--- src/rtl/mod5_pkg.sv ---
// Shared definitions for the MOD-5 serial transmitter and its downstream checker.
package mod5_pkg;

  typedef enum logic [1:0] {
    IDLE  = 2'd0,
    SHIFT = 2'd1,
    DONE  = 2'd2
  } state_t;

  localparam int unsigned REM_W = 3;

  // Running remainder step: (2*rem + bit) mod 5; 2*rem+bit <= 9 so one subtract suffices.
  function automatic logic [REM_W-1:0] mod5_next(input logic [REM_W-1:0] rem,
                                                 input logic             data_bit);
    logic [3:0] t;
    t = {rem, 1'b0} + {3'b000, data_bit};
    if (t >= 4'd5) t = t - 4'd5;
    return t[REM_W-1:0];
  endfunction

endpackage

--- src/rtl/mod5_rem_tracker.sv ---
// Remainder-mod-5 accumulator over an MSB-first bitstream.
module mod5_rem_tracker
  import mod5_pkg::*;
(
  input  logic             clk,
  input  logic             reset,
  input  logic             clr,
  input  logic             en,
  input  logic             data_bit,
  output logic [REM_W-1:0] rem
);

  always_ff @(posedge clk) begin
    if (reset || clr) rem <= '0;
    else if (en)      rem <= mod5_next(rem, data_bit);
  end

endmodule

--- src/rtl/mod5_serial_tx.sv ---
// MSB-first serial transmitter that reports the word's remainder mod 5 at end of frame.
module mod5_serial_tx
  import mod5_pkg::*;
#(
  parameter int unsigned W = 8
) (
  input  logic             clk,
  input  logic             reset,
  input  logic [W-1:0]     in_data,
  input  logic             in_valid,
  output logic             in_ready,
  input  logic             ser_en,
  output logic             ser_out,
  output logic             ser_valid,
  output logic             ser_first,
  output logic             ser_last,
  output logic [REM_W-1:0] rem_out,
  output logic             rem_valid,
  output logic             div5
);

  localparam int unsigned      CNT_W    = $clog2(W + 1);
  localparam logic [CNT_W-1:0] CNT_FULL = CNT_W'(W);
  localparam logic [CNT_W-1:0] CNT_ONE  = CNT_W'(1);

  state_t           state;
  logic [W-1:0]     shreg;
  logic [CNT_W-1:0] cnt;
  logic [REM_W-1:0] rem;
  logic             accept;
  logic             consume;

  assign accept  = (state == IDLE) && in_valid;
  assign consume = (state == SHIFT) && ser_en;

  always_ff @(posedge clk) begin
    if (reset) begin
      state <= IDLE;
      shreg <= '0;
      cnt   <= '0;
    end else begin
      case (state)
        IDLE: begin
          if (in_valid) begin
            shreg <= in_data;
            cnt   <= CNT_FULL;
            state <= SHIFT;
          end
        end
        SHIFT: begin
          if (ser_en) begin
            shreg <= shreg << 1;
            cnt   <= cnt - CNT_ONE;
            if (cnt == CNT_ONE) state <= DONE;
          end
        end
        DONE:    state <= IDLE;
        default: state <= IDLE;
      endcase
    end
  end

  mod5_rem_tracker u_rem (
    .clk      (clk),
    .reset    (reset),
    .clr      (accept),
    .en       (consume),
    .data_bit (shreg[W-1]),
    .rem      (rem)
  );

  // Outputs decode registered state only; nothing flows through from inputs.
  assign in_ready  = (state == IDLE);
  assign ser_valid = (state == SHIFT);
  assign ser_out   = ser_valid && shreg[W-1];
  assign ser_first = ser_valid && (cnt == CNT_FULL);
  assign ser_last  = ser_valid && (cnt == CNT_ONE);
  assign rem_valid = (state == DONE);
  assign rem_out   = rem;
  assign div5      = rem_valid && (rem == '0);

endmodule

--- config.mk ---
export PLATFORM = sky130hd
export DESIGN_NAME = mod5_serial_tx
export DESIGN_NICKNAME = d
export VERILOG_FILES = /design/src/rtl/mod5_pkg.sv /design/src/rtl/mod5_rem_tracker.sv /design/src/rtl/mod5_serial_tx.sv
export SDC_FILE = /design/constraint.sdc
export NUM_CORES = 1
export LEC_CHECK = 0
export ABC_AREA = 1
export BUFFER_PORTS_ARGS = -buffer_cell sky130_fd_sc_hd__buf_2
export CORE_UTILIZATION = 35
export CTS_CLUSTER_SIZE = 16
export DETAILED_ROUTE_END_ITERATION = 10
export SYNTH_ARGS = -nofsm -noshare
export SYNTH_HDL_FRONTEND = slang
export SYNTH_SLANG_ARGS = --single-unit
--- constraint.sdc ---
create_clock -name clk -period 3.37 [get_ports clk]
set_clock_uncertainty 0.1 [all_clocks]
set_input_delay 0.1685 -clock clk [delete_from_list [all_inputs] [get_ports clk]]
set_output_delay 0.1685 -clock clk [all_outputs]
set_load 0.01 [all_outputs]
==> flow_summary.json <==
{
  "status": "finished, final reports clean",
  "place_congestion": 0.8223,
  "clkTransAtPathRegs_ns": 0.10,
  "diodes": 0,
  "start_util": 0.3869,
  "worst_pin_slew_ns": 0.3549,
  "fin_crit_sh": 0.5012,
  "ios": 22,
  "vias": 885,
  "hp-class": "in2reg",
  "clockBufferDepth": 2,
  "cts_made_buffers": 3,
  "finalWirelength_um": 1905,
  "dp_cells": 182,
  "ys_warn_count": 0,
  "cts.sinks": 17,
  "synth.net_count": 151,
  "p_sw_w": 0.0001350,
  "crit_fanout": 3,
  "dp_hpwl_um": 1443,
  "drv_slew": 0,
  "syn_to_final_growth_pct": 17.85,
  "p_comb_frac": 0.215,
  "final_hold_viol_count": 0,
  "cts.repair.resized": 0,
  "wl_per_cell_um": 10.19,
  "maxCapViolCount": 0,
  "drt_first_pass_iters": 4,
  "die_w_um": 52.63,
  "relSlewSlack": 0.7625,
  "layout_commonest_cell": "nand2_1",
  "core_mm2": 0.002318,
  "first_global_vias": 797,
  "ant_nets": 0,
  "final_cell_mix": "37 x nand2_1, 26 x nor2_1, 21 x buf_2",
  "yosysSeqAreaShare": 0.3794,
  "htree_levels": 1,
  "worstSkewPairLatency_ns": 0.30,
  "cts-root-buf": "clkbuf_4",
  "power_density_mw_per_mm2": 409.9,
  "grt_max_degree": 15,
  "avgSynthCellArea_um2": 6.645,
  "route.detailed.drc": 0,
  "grt_pass1_wl_um": 3381,
  "endpoint_kind": "output pin",
  "antenna_found_initial": 0,
  "viasPerCell": 4.733,
  "leakagePower_nw": 0.5431,
  "tns_ns": 0,
  "ys_ff_latch": 17,
  "grt_overflow_total": 0,
  "path_class": "reg2out",
  "rsz0062_at_grt": "false",
  "worstPathArrival_ns": 1.42,
  "fmax_mhz": 592.1,
  "syn_inst": 135,
  "die-height_um": 52.63,
  "cts_tree": "yes",
  "setup_violations": 0,
  "grtUsageTotal": 0.1665,
  "die-area_mm2": 0.002769,
  "io_buffers": 21,
  "swShare": 0.3114,
  "critPathRequiredTime_ns": 3.10,
  "startpoint_type": "register",
  "ys_types": 23,
  "seqPwrFrac": 0.526,
  "period_minus_slack_ns": 1.689,
  "drive_gt1_frac": 0.2075,
  "fin_cells": 187,
  "internal-power_w": 0.0002984,
  "drtIter0Drc": 14,
  "rows": 17,
  "fill_cells": 252,
  "syn_area_um2": 897.1,
  "final_net_count": 176,
  "ir_worst_vdd_mv": 0.1796,
  "pwr-share-clk": 0.258,
  "cts_setup_buffers": 0
}
==> critical path: stages, from the launching register on <==
cell and delay [ns]:
dfxtp_1 0.33, inv_1 0.09, ha_1 0.16, nor3b_1 0.25
inv_1 0.07, nor2_1 0.09, buf_2 0.14
==> power groups by stage <==
stage	combinational [W]	clock (W)	sequential, W
global placement	0.0000921	0	0.000233
finish	0.0000932	0.000112	0.000228
floorplan	0.0000709	0	0.000231
CTS	0.0000938	0.000117	0.000228
global route	0.000108	0.000127	0.000230
detailed placement	0.0000926	0	0.000233
==> routing by layer <==
metal / share of wire / global-route usage / vias up
li1: - / - / 471
met1: 0.47 / 0.1965 / 386
met2: 0.46 / 0.2827 / 23
met3: 0.049 / 0.03478 / 5
met4: 0.021 / 0.07895 / 0
met5: 0 / 0 / -
==> synthesized netlist by cell type, drive strengths merged <==
cell type,count,area [µm²]
buf,2,16.26
nor3,1,5.000
ha,4,50.05
nand2,41,163.9
dfxtp,17,340.3
nand3b,1,7.510
o21a,1,7.510
nand3,6,30.03
and3,1,6.260
a21oi,7,38.79
or2,1,6.260
nor2,26,97.59
inv,14,55.05
o21ai,11,58.80
nor4,1,6.260
nor3b,1,7.510
==> cells by family after synthesis <==
logic type,Yosys count,share of synthesized area
buf+inv,16,0.07949
fa+ha+maj,4,0.05579
simple gates,79,0.3682
compound gates,19,0.1172
flops,17,0.3794
==> layout make-up <==
cell class	count	area, µm²	share of cell area
flip-flops and latches	17	340.3	0.3219
well taps	28	35.03	0.03314
inverters	14	55.05	0.05207
repair buffers	22	115.1	0.1089
multi-input cells	102	485.5	0.4592
clock buffers	4	26.28	0.02485
==> repair_timing <==
| action | in CTS | in global routing |
|---|---|---|
| hold buffers | 1 | 0 |
| endpoints found under the setup margin | 0 | 0 |
| hold endpoints to repair | 3 | 0 |
==> through the flow <==
stage	hold slack (ns)	setup WS, ns	util	total power (W)	cell area [µm²]
after global routing	0.07390	1.536	0.4560	0.0004656	1057
after detailed placement	0.3074	1.825	0.4404	0.0003256	1021
final	0.03157	1.681	0.4560	0.0004334	1057
after global placement	0.3098	1.863	0.4404	0.0003249	1021
after CTS	0.02545	1.670	0.4560	0.0004392	1057
after floorplan	0.1376	2.077	-	0.0003016	897.1
==> sequential cells by signal, summed over array words and instances, names as in the netlist <==
name / count
shreg: 8
cnt: 4
u_rem.rem: 3
state: 2
==> worst paths after layout <==
| check | from | to | slack, ns | cells after the start |
|---|---|---|---|---|
| worst max register to register | state[1]$_SDFFE_PP0P_ | shreg[7]$_SDFFE_PP0P_ | 1.81 | 8 |
| worst max-delay path | cnt[1]$_SDFFE_PP0P_ | ser_last | 1.68 | 6 |
| worst min-delay path | in_data[0] | shreg[0]$_SDFFE_PP0P_ | 0.03 | 3 |
| worst min register to register | shreg[0]$_SDFFE_PP0P_ | shreg[0]$_SDFFE_PP0P_ | 0.38 | 2 |
(Power assumes the default switching activity.)
